### src/rtl/jogo_pkg.sv
`default_nettype none
// ============================================================================
// Module      : jogo_pkg
// Description : Shared definitions for the memory game. Holds the FSM state
//               encoding and the db_estado width, plus a helper that tells
//               whether a state is one of the end-of-game states.
// Revision    : 1.0 - initial release
// ============================================================================
package jogo_pkg;

  localparam int ESTADO_W = 4;

  typedef enum logic [ESTADO_W-1:0] {
    INICIAL     = 4'h0,
    PREPARACAO  = 4'h1,
    ESPERA      = 4'h2,
    REGISTRA    = 4'h3,
    COMPARA     = 4'h4,
    PROXIMO     = 4'h5,
    NOVA_RODADA = 4'h6,
    FIM_ACERTO  = 4'hA,
    FIM_ERRO    = 4'hE,
    FIM_TIMEOUT = 4'hF
  } estado_t;

  // True for the three terminal states, where the result flags are held and
  // iniciar is honoured again.
  function automatic logic eh_final(input estado_t e);
    return (e == FIM_ACERTO) || (e == FIM_ERRO) || (e == FIM_TIMEOUT);
  endfunction

endpackage : jogo_pkg
`default_nettype wire

### src/rtl/rom_sequencia.sv
`default_nettype none
// ============================================================================
// Module      : rom_sequencia
// Description : Sequence memory of the game. Word at address a is one-hot
//               with bit (a mod N_CHAVES) set. Purely combinational read.
// Ports       : endereco [W-1:0]        read address
//               dado     [N_CHAVES-1:0] one-hot word at endereco
// Revision    : 1.0 - initial release
// ============================================================================
module rom_sequencia #(
  parameter int N_CHAVES = 4,
  parameter int PROF     = 16,
  localparam int W       = (PROF > 1) ? $clog2(PROF) : 1
) (
  input  logic [W-1:0]        endereco,
  output logic [N_CHAVES-1:0] dado
);

  for (genvar i = 0; i < N_CHAVES; i++) begin : g_onehot
    assign dado[i] = ((int'(endereco) % N_CHAVES) == i);
  end

endmodule : rom_sequencia
`default_nettype wire

### src/rtl/circuito_jogo_param.sv
`default_nettype none
// ============================================================================
// Module      : circuito_jogo_param
// Description : Memory game. Each round r the player must repeat the plays
//               stored at addresses 0..r of the sequence memory. A play is
//               detected when the switches go from all-zero to non-zero. The
//               game ends on a wrong play, on a per-play timeout, or after
//               the last round (PROF-1) is completed.
// Ports       : clock        system clock, rising edge
//               reset        asynchronous reset, active low
//               iniciar      start / restart request (level)
//               chaves       player switches
//               acertou, errou, pronto, timeout   result flags (registered)
//               leds         copy of chaves
//               db_igual     registered play equals memory word
//               db_contagem  play address inside the round
//               db_rodada    current round (0-based)
//               db_memoria   memory word at db_contagem
//               db_jogada    last registered play
//               db_estado    FSM state code
// Revision    : 1.0 - initial release
// ============================================================================
module circuito_jogo_param
  import jogo_pkg::*;
#(
  parameter int N_CHAVES = 4,
  parameter int PROF     = 16,
  parameter int TIMEOUT  = 5000,
  localparam int W       = (PROF > 1) ? $clog2(PROF) : 1
) (
  input  logic                clock,
  input  logic                reset,
  input  logic                iniciar,
  input  logic [N_CHAVES-1:0] chaves,
  output logic                acertou,
  output logic                errou,
  output logic                pronto,
  output logic                timeout,
  output logic [N_CHAVES-1:0] leds,
  output logic                db_igual,
  output logic [W-1:0]        db_contagem,
  output logic [W-1:0]        db_rodada,
  output logic [N_CHAVES-1:0] db_memoria,
  output logic [N_CHAVES-1:0] db_jogada,
  output logic [ESTADO_W-1:0] db_estado
);

  // The timeout counter only has to reach TIMEOUT-1.
  localparam int TW = (TIMEOUT > 1) ? $clog2(TIMEOUT) : 1;
  localparam logic [TW-1:0] LIMITE_TIMEOUT = TW'(TIMEOUT - 1);
  localparam logic [W-1:0]  ULTIMA_RODADA  = W'(PROF - 1);

  estado_t             estado;
  estado_t             estado_prox;
  logic [W-1:0]        contagem;
  logic [W-1:0]        rodada;
  logic [N_CHAVES-1:0] jogada_reg;
  logic [N_CHAVES-1:0] chaves_ant;
  logic [N_CHAVES-1:0] memoria;
  logic [TW-1:0]       cont_timeout;
  logic                jogada;
  logic                igual;
  logic                fim_tempo;

  rom_sequencia #(
    .N_CHAVES (N_CHAVES),
    .PROF     (PROF)
  ) u_rom (
    .endereco (contagem),
    .dado     (memoria)
  );

  // Rising edge of "any switch on": holding the switches produces one play.
  assign jogada    = (chaves_ant == '0) && (chaves != '0);
  // Whole-word compare, so a multi-hot play never matches a one-hot word.
  assign igual     = (jogada_reg == memoria);
  assign fim_tempo = (cont_timeout == LIMITE_TIMEOUT);

  always_comb begin
    estado_prox = estado;
    case (estado)
      INICIAL:     if (iniciar) estado_prox = PREPARACAO;
      PREPARACAO:  estado_prox = ESPERA;
      // A play arriving on the last allowed cycle takes precedence.
      ESPERA: begin
        if (jogada)         estado_prox = REGISTRA;
        else if (fim_tempo) estado_prox = FIM_TIMEOUT;
      end
      REGISTRA:    estado_prox = COMPARA;
      COMPARA: begin
        if (!igual)                      estado_prox = FIM_ERRO;
        else if (contagem < rodada)      estado_prox = PROXIMO;
        else if (rodada < ULTIMA_RODADA) estado_prox = NOVA_RODADA;
        else                             estado_prox = FIM_ACERTO;
      end
      PROXIMO:     estado_prox = ESPERA;
      NOVA_RODADA: estado_prox = ESPERA;
      FIM_ACERTO, FIM_ERRO, FIM_TIMEOUT: begin
        if (iniciar) estado_prox = PREPARACAO;
      end
      default:     estado_prox = INICIAL;
    endcase
  end

  // State, datapath registers and result flags. Flags are derived from the
  // next state so they appear in the same cycle as the terminal state.
  always_ff @(posedge clock or negedge reset) begin
    if (!reset) begin
      estado       <= INICIAL;
      contagem     <= '0;
      rodada       <= '0;
      jogada_reg   <= '0;
      chaves_ant   <= '0;
      cont_timeout <= '0;
      acertou      <= 1'b0;
      errou        <= 1'b0;
      pronto       <= 1'b0;
      timeout      <= 1'b0;
    end else begin
      estado     <= estado_prox;
      chaves_ant <= chaves;
      acertou    <= (estado_prox == FIM_ACERTO);
      errou      <= (estado_prox == FIM_ERRO) || (estado_prox == FIM_TIMEOUT);
      timeout    <= (estado_prox == FIM_TIMEOUT);
      pronto     <= eh_final(estado_prox);

      case (estado)
        PREPARACAO: begin
          contagem     <= '0;
          rodada       <= '0;
          jogada_reg   <= '0;
          cont_timeout <= '0;
        end
        ESPERA: begin
          if (!jogada && !fim_tempo) cont_timeout <= cont_timeout + TW'(1);
        end
        REGISTRA: jogada_reg <= chaves;
        PROXIMO: begin
          contagem     <= contagem + W'(1);
          cont_timeout <= '0;
        end
        NOVA_RODADA: begin
          rodada       <= rodada + W'(1);
          contagem     <= '0;
          cont_timeout <= '0;
        end
        default: ;
      endcase
    end
  end

  assign leds        = chaves;
  assign db_igual    = igual;
  assign db_contagem = contagem;
  assign db_rodada   = rodada;
  assign db_memoria  = memoria;
  assign db_jogada   = jogada_reg;
  assign db_estado   = estado;

endmodule : circuito_jogo_param
`default_nettype wire

### config.mk
export PLATFORM = sky130hd
export DESIGN_NAME = circuito_jogo_param
export DESIGN_NICKNAME = d
export VERILOG_FILES = /design/src/rtl/jogo_pkg.sv /design/src/rtl/rom_sequencia.sv /design/src/rtl/circuito_jogo_param.sv
export SDC_FILE = /design/constraint.sdc
export NUM_CORES = 1
export LEC_CHECK = 0
export ABC_AREA = 1
export CORE_UTILIZATION = 53
export DETAILED_ROUTE_END_ITERATION = 6
export PLACE_DENSITY_LB_ADDON = 0.25
export SETUP_SLACK_MARGIN = 0.3
export SKIP_CTS_REPAIR_TIMING = 1
export SYNTH_ARGS = -nofsm -noshare
export SYNTH_HDL_FRONTEND = slang
export SYNTH_SLANG_ARGS = --single-unit
### constraint.sdc
create_clock -name clock -period 2.3 [get_ports clock]
set_input_delay 0.69 -clock clock [delete_from_list [all_inputs] [get_ports clock]]
set_output_delay 0.69 -clock clock [all_outputs]
set_load 0.005 [all_outputs]
After elaboration in Yosys (flattened, before gate mapping)
Cells that the tools add are included.
{"block": "classes", "n_reduce_logical": 19, "n_addsub": 3, "n_mux": 12, "eq_ne": 18, "n_lt_le_gt_ge": 2}
{"op": "$logic_not 32->1", "count": 1}
{"op": "$pmux 13 s2", "count": 1}
{"op": "$eq 4x4->1 const B", "count": 6}
{"op": "$mux 4", "count": 6}
{"op": "$pmux 4 s2", "count": 3}
{"op": "$pmux 4 s5", "count": 1}
{"op": "$add 13x1->13 const B", "count": 1}
{"op": "$eq 13x13->1 const B", "count": 1}
{"op": "$mux 13", "count": 1}
{"op": "$eq 4x3->1 const B", "count": 3}
{"op": "$add 4x1->4 const B", "count": 2}
{"op": "$eq 4x2->1 const B", "count": 2}
{"op": "$logic_not 4->1", "count": 2}
{"op": "$reduce_bool 2->1", "count": 4}
{"op": "$eq 2x2->1 const B", "count": 2}
{"op": "$eq 4x1->1 const B", "count": 1}
{"op": "$eq 4x4->1", "count": 1}
{"op": "$lt 4x4->1", "count": 1}
{"op": "$lt 4x4->1 const B", "count": 1}
{"op": "$reduce_bool 4->1", "count": 1}
{"op": "$reduce_or 4->1", "count": 1}
{"op": "$logic_or 1x1->1", "count": 3}
{"op": "$reduce_or 3->1", "count": 1}
{"op": "$eq 2x1->1 const B", "count": 1}
{"op": "other kinds (5)", "count": 7}
{"block": "word_totals", "output_inout_bits": 29, "input_bits": 7, "ff_bits": 37}

Depth between registers and ports, before layout
Gate-level depths: netlist of the first run.
{"block": "depth", "ltp_word": 8, "depth_mapped": 12}

Hierarchy
A second synthesis of the first run with hierarchy kept.
{"block": "hier_totals", "hier_cells": 284, "area_unflattened_um2": 2152.1}
{"module": "circuito_jogo_param", "area_each_um2": 2125.8, "cells_each": 277, "n_inst": 1}
{"module": "rom_sequencia", "area_each_um2": 26.3, "cells_each": 7, "n_inst": 1}

Worst setup path after synthesis of the first run
OpenSTA, ideal clock, no wires.
{"block": "synth_timing", "path_type": "register to output", "startpoint": "reg contagem[0], in the netlist db_contagem[0]", "endpoint": "out db_igual", "setup_slack_ns": 0.436, "stages_incl_launch_ff": 6, "arrival_ns": 1.174, "n_path_buf": 0, "cell_sequence": "dfrtp_1 -> inv_1 -> ha_1 -> xnor2_1 -> nand2_1 -> nor2_1"}
{"block": "synth_via", "elab_chain_cells": 2, "elab_cells_between_ends": 5, "classes_between": "eq/ne (4); reduce/logical (1)"}
{"item": "start, declared", "line_no": "circuito_jogo_param.sv:55", "rtl": "logic [W-1:0] contagem;"}
{"item": "start signal, assigned", "line_no": "circuito_jogo_param.sv:139", "rtl": "contagem <= contagem + W'(1);"}
{"item": "$logic_not 32->1", "line_no": "rom_sequencia.sv:20", "rtl": "assign dado[i] = ((int'(endereco) % N_CHAVES) == i);"}
{"item": "net db_memoria[0]", "line_no": "circuito_jogo_param.sv:43", "rtl": "output logic [N_CHAVES-1:0] db_memoria,"}
{"item": "$eq 4x4->1", "line_no": "circuito_jogo_param.sv:76", "rtl": "assign igual = (jogada_reg == memoria);"}
{"item": "end, declared", "line_no": "circuito_jogo_param.sv:40", "rtl": "output logic db_igual,"}
The timed path passes the listed nets, and every way through them passes these cells.

Worst setup path after layout of the first run
{"block": "layout_timing", "startpoint": "reg contagem[0], in the netlist db_contagem[0]", "endpoint": "out db_igual"}
{"block": "layout_via", "elab_chain_cells": 2, "elab_cells_between_ends": 5, "classes_between": "eq/ne (4); reduce/logical (1)"}
{"item": "$logic_not 32->1 (tied with other cells)", "line_no": "rom_sequencia.sv:20"}
{"item": "$eq 4x4->1 *", "line_no": "circuito_jogo_param.sv:76"}
Mark *: on every way between the ends. The rest lies on a longest branch, timed or not.

==> flow_summary.toml, run 1 <==
[pwr]
ir_drop_mv = 0.632
p_total_mw = 3.12
p_leak_nw = 1.40
power_density_nw_per_um2 = 1100

[sta]
fin_worst_skew_ns = 0.00452
hold_viol = 0
rsz0062_at_grt = "yes"
finalWorstSetupSlack_ns = -0.0821
clock.fmax_ghz = 0.420
post-route-min-period_ns = 2.38
period_share = 1.04
drv_slew = 0
relSlewSlack = 0.690
fin_hold_ws_ns = 0.422
worst_slew_pin_slew_ns = 0.465
setup-violations-final = 1

[detailed_routing]
detail-route-antenna-nets = 0
wire_per_inst_um = 13.4
wirelength_mm = 5.22
drt_pass1_iterations = 5
dr.first_iter.drc_count = 205
post-route-drc-count = 0
viasPerCell = 5.31
vias = 2061

[critical_path]
cp.arrival_ns = 1.69
critical_path_buf_inv_count = 3
r2r_slack_ns = 0.44
end_kind = "primary output"
path_cells = "inv_4 > ha_4 > xnor2_1 > nand2_1 > nor2_1 > buf_4 > clkbuf_2"
worstSetupStartpointType = "flop"
crit_type = "flop to primary output"
slowest_delay_ns = 0.44
required_ns = 1.61
cp_top_family = "flip-flops"
path_max_fanout = 4
critPathSlowestCell = "dfrtp_2"

[clocking]
htreeDepth = 2
root_buffer = "clkbuf_8"
cts_tree = "built"
cts_made_buffers = 5
cts_sinks = 37
cts_max_path_buffers = 2
insertion_delay_ns = 0.30
cts.clk_slew.worst_paths_ns = 0.07

[synth]
yosysTopAreaCellShare = 0.423
ys_warn_count = 0
synth_seq_area_share = 0.423
synth_top_cell_by_area = "dfrtp_1"
yosysMostFrequentCell = "nand2_1"
yosys-top-cells-area = "dfrtp_1, nand2_1, inv_1"
synth-async-reset-ratio = 1.00
synth-main-ff-cell = "dfrtp_1"
synth_seq_cells = 37
synth_cell_types = 33
synthesis.nets = 300
synth-edff-count = 0
synth_area_um2 = 2190
synth_common_cells = "nand2_1, dfrtp_1, inv_1"
avgSynthCellArea_um2 = 7.71
syn_inst = 284

[min_path]
min_path_type = "input pin to asynchronous set/reset pin"

[outcome]
failed_checks = "negative setup slack"
status = "finished, violations left"

[global_route]
grt_pass1_wl_mm = 8.31
grt_max_degree = 38
grt_antenna_before_repair = 0
grtUsageTotal = 0.261
grt_pass1_vias = 1833
overflow = 0

[floorplanning]
fp.dieW_um = 66.3
dieArea_um2 = 4390
rows = 22
die_h_um = 66.3
core_area_um2 = 3800
floorplan.initialDensity = 0.576
ios = 36

[finish]
multi_input_area_um2 = 1090
final_util = 0.745
fin_area_um2 = 2830
n_fill_cell = 293
layout.nets = 355
layout-drive-gt1-share = 0.206
register_area_um2 = 932
antenna_cells = 0
area_delta_synth_final_pct = 29.3

[placement]
placed_area_um2 = 2650
post-place-ws_ns = -0.0739
dp_hpwl_mm = 3.70
port-buffer-count = 35
place.gp.congestion = 0.933

[flow_run]
drv_cap = 0
-- cells by family after synthesis --
| logic type | count (synthesis) | synth area share |
|---|---|---|
| adders and majority gates | 9 | 0.0515 |
| and+or+nand+nor | 149 | 0.303 |
| buffers and inverters | 48 | 0.0972 |
| AOI/OAI and AO/OA | 31 | 0.0852 |
| DFF | 37 | 0.423 |
| xor gates and xnor gates | 10 | 0.0400 |
-- stage by stage --
step,setup TNS [ns],instances
final,-0.0821,388
after global routing,-0.136,388
after CTS,-0.740,383
after detailed placement,-0.293,375
after global placement,-0.196,375
after floorplan,0,284
-- final timing paths --
check	from	to	cells after the start
max in group asynchronous	reset	db_rodada[0]$_DFFE_PN0N_	2
setup / recovery	db_contagem[0]$_DFFE_PN0P_	db_igual	7
hold reg to reg	cont_timeout[9]$_DFFE_PN0P_	cont_timeout[9]$_DFFE_PN0P_	2
hold / removal	reset	chaves_ant[2]$_DFF_PN0_	2
setup reg to reg	db_contagem[0]$_DFFE_PN0P_	timeout$_DFF_PN0_	12
min in group clock	cont_timeout[9]$_DFFE_PN0P_	cont_timeout[9]$_DFFE_PN0P_	2
-- area by class of cell --
class | instances | share of cell area
Inverter | 42 | 0.0584
Clock inverter | 1 | 0.00177
Clock buffer | 7 | 0.0340
Multi-Input combinational cell | 199 | 0.385
Sequential cell | 37 | 0.329
Timing Repair Buffer | 54 | 0.170
Tap cell | 48 | 0.0212
-- power breakdown --
group / switching (mW) / total, mW / leakage (nW) / internal (mW)
logic: 0.901 / 1.61 / 0.862 / 0.712
clock network: 0.237 / 0.508 / 0.0542 / 0.271
registers: 0.191 / 1.00 / 0.487 / 0.810
-- flip-flops by register name, indices dropped and copies added, names as in the netlist --
register / count
db_rodada: 4
chaves_ant: 4
timeout: 1
db_jogada: 4
pronto: 1
db_contagem: 4
acertou: 1
errou: 1
cont_timeout: 13
db_estado: 4
-- per-layer routing --
layer	part of all wire	global-route usage
met3	0.080	0.0655
met5	0	0
met1	0.45	0.365
met2	0.45	0.388
met4	0.021	0.0957
-- placed cells by master (no fill, tap or decap), types with 2 or more instances in the layout --
| master | n |
|---|---|
| ha_4 | 3 |
| xnor2_1 | 2 |
| clkbuf_2 | 5 |
| nand4_1 | 3 |
| buf_4 | 18 |
| xor2_1 | 8 |
| nand2_1 | 79 |
| a21oi_1 | 7 |
| dlymetal6s2s_1 | 6 |
| o21ai_0 | 12 |
| nor2_2 | 4 |
| nand2_2 | 4 |
| dfrtp_2 | 5 |
| nand3_1 | 19 |
| clkbuf_8 | 7 |
| clkdlybuf4s50_1 | 23 |
| o31ai_1 | 3 |
| nor2_1 | 27 |
| dfrtp_1 | 32 |
| o22ai_1 | 3 |
| inv_1 | 30 |
| inv_2 | 10 |
| o21ai_2 | 2 |
| ha_1 | 5 |
| nor3_1 | 6 |
(Power assumes the default switching activity.)
==> inputs of run 2 (changes only) <==
--- a/config.mk
+++ b/config.mk
@@ -8,7 +8,7 @@
 export ABC_AREA = 1
 export CORE_UTILIZATION = 53
 export DETAILED_ROUTE_END_ITERATION = 6
-export PLACE_DENSITY_LB_ADDON = 0.25
+export PLACE_DENSITY = 0.79
 export SETUP_SLACK_MARGIN = 0.3
 export SKIP_CTS_REPAIR_TIMING = 1
 export SYNTH_ARGS = -nofsm -noshare
==> flow_summary.toml, run 2 (synthesis results as in run 1) <==
[critical_path]
cp_top_family = "buffers and inverters"
worstSetupStartpointType = "flop"
critical_path_buf_inv_count = 3
path_cells = "inv_2 > ha_2 > buf_4 > clkdlybuf4s50_1"
slowest_delay_ns = 0.48
critPathSlowestCell = "clkdlybuf4s50_1"
required_ns = 1.61
crit_type = "flop to primary output"
cp.arrival_ns = 1.63
path_max_fanout = 4
end_kind = "primary output"

[global_route]
grt_util_met1 = 0.350
met2_usage = 0.385
grt_pass1_vias = 1805
grt_antenna_before_repair = 0
overflow = 0
grtUsageTotal = 0.248
grt_max_degree = 38
use_met3 = 0.0414
grt_pass1_wl_mm = 8.19
busiest_layer = "met2"

[finish]
area_delta_synth_final_pct = 28.8
layout.nets = 352
largest_register = "cont_timeout"
final_common_cell = "nand2_1"
final_util = 0.742
largest_reg_flops = 13
antenna_cells = 0
n_fill_cell = 299
final_cells = 385
layout-drive-gt1-share = 0.178
final_cell_mix = "nand2_1, dfrtp_1, inv_1"

[sta]
rsz0062_at_grt = "yes"
finalWorstSetupSlack_ns = -0.0204
post-route-min-period_ns = 2.32
drv_slew = 0
relSlewSlack = 0.694
period_share = 1.01
hold_viol = 0
fin_worst_skew_ns = 0.00939
worst_slew_pin_slew_ns = 0.459
setup-violations-final = 1
clock.fmax_ghz = 0.431
fin_hold_ws_ns = 0.428
fin_tns_setup_ns = -0.0204

[clocking]
cts_tree = "built"
cts_sinks = 37
cts_made_buffers = 5
cts.clk_slew.worst_paths_ns = 0.08
htreeDepth = 2
root_buffer = "clkbuf_8"
insertion_delay_ns = 0.29
cts_max_path_buffers = 2

[placement]
place.gp.congestion = 0.920
dp_cells = 376
port-buffer-count = 35
dp_hpwl_mm = 3.67

[floorplanning]
ios = 36
dieArea_um2 = 4390
rows = 22
floorplan.initialDensity = 0.576
die_h_um = 66.3
fp.dieW_um = 66.3
core_area_um2 = 3800

[detailed_routing]
detail-route-antenna-nets = 0
wirelength_mm = 4.96
vias = 2023
drt_pass1_iterations = 4
post-route-drc-count = 0
dr.first_iter.drc_count = 181
wire_per_inst_um = 12.9
viasPerCell = 5.25

[outcome]
failed_checks = "negative setup slack"
status = "finished, violations left"

[min_path]
min_path_type = "input pin to asynchronous set/reset pin"

[pwr]
power_density_nw_per_um2 = 1120
ir_drop_mv = 0.667
p_leak_nw = 1.38

[flow_run]
drv_cap = 0
[run 2: cell count changes in the layout (fill, tap and decap cells not counted), moves of 2 or more]
cell,delta
clkbuf_2,-5
buf_4,-3
clkdlybuf4s50_1,+3
clkbuf_8,-2
ha_1,+2
ha_4,-2
[run 2: power breakdown]
part           switching (mW)  internal, mW  total [mW]
Clock                   0.245         0.324       0.570
Sequential              0.204         0.808        1.01
Combinational           0.856         0.713        1.57
Total                    1.31          1.85        3.15
[run 2: path summary, 6_finish.rpt]
path,startpoint,slack (ns),cells past startpoint,end
min in group clock,cont_timeout[3]$_DFFE_PN0P_,0.54,2,cont_timeout[3]$_DFFE_PN0P_
max in group asynchronous,reset,1.51,2,db_estado[3]$_DFF_PN0_
hold reg to reg,cont_timeout[3]$_DFFE_PN0P_,0.54,2,cont_timeout[3]$_DFFE_PN0P_
setup / recovery,db_contagem[0]$_DFFE_PN0P_,-0.02,4,db_memoria[2]
hold / removal,reset,0.43,2,db_rodada[1]$_DFFE_PN0N_
setup reg to reg,cont_timeout[0]$_DFFE_PN0P_,0.55,11,timeout$_DFF_PN0_
[run 2: routing by layer]
| metal | part of all wire | wire [um] |
|---|---|---|
| met3 | 0.066 | 325 |
| met1 | 0.46 | 2260 |
| met5 | 0 | 0 |
| met4 | 0.020 | 99 |
| met2 | 0.46 | 2270 |
[run 2: area by class of cell]
class,instances,area [um^2],share of cell area
inverters,42,163,0.0577
flip-flops and latches,37,931,0.330
clock inverters,3,46.3,0.0164
multi-input cells,199,1070,0.379
clock buffers,5,68.8,0.0244
repair buffers,51,482,0.171
well taps,48,60.1,0.0213
[run 2: through the flow]
step / total power, mW / area, um^2 / setup slack [ns]
global placement: 2.50 / 2660 / -0.0619
floorplan: 1.86 / 2190 / 0.436
CTS: 3.10 / 2770 / -0.344
detailed placement: 2.52 / 2660 / -0.0656
global route: 3.36 / 2820 / -0.0638
finish: 3.15 / 2820 / -0.0204
[run 2: worst reg2reg max path, delay by kind of cell, from the launching register on]
family / cells / cell delay (ns)
fa+ha+maj: 1 / 0.32
flops: 1 / 0.49
simple gates: 10 / 0.88
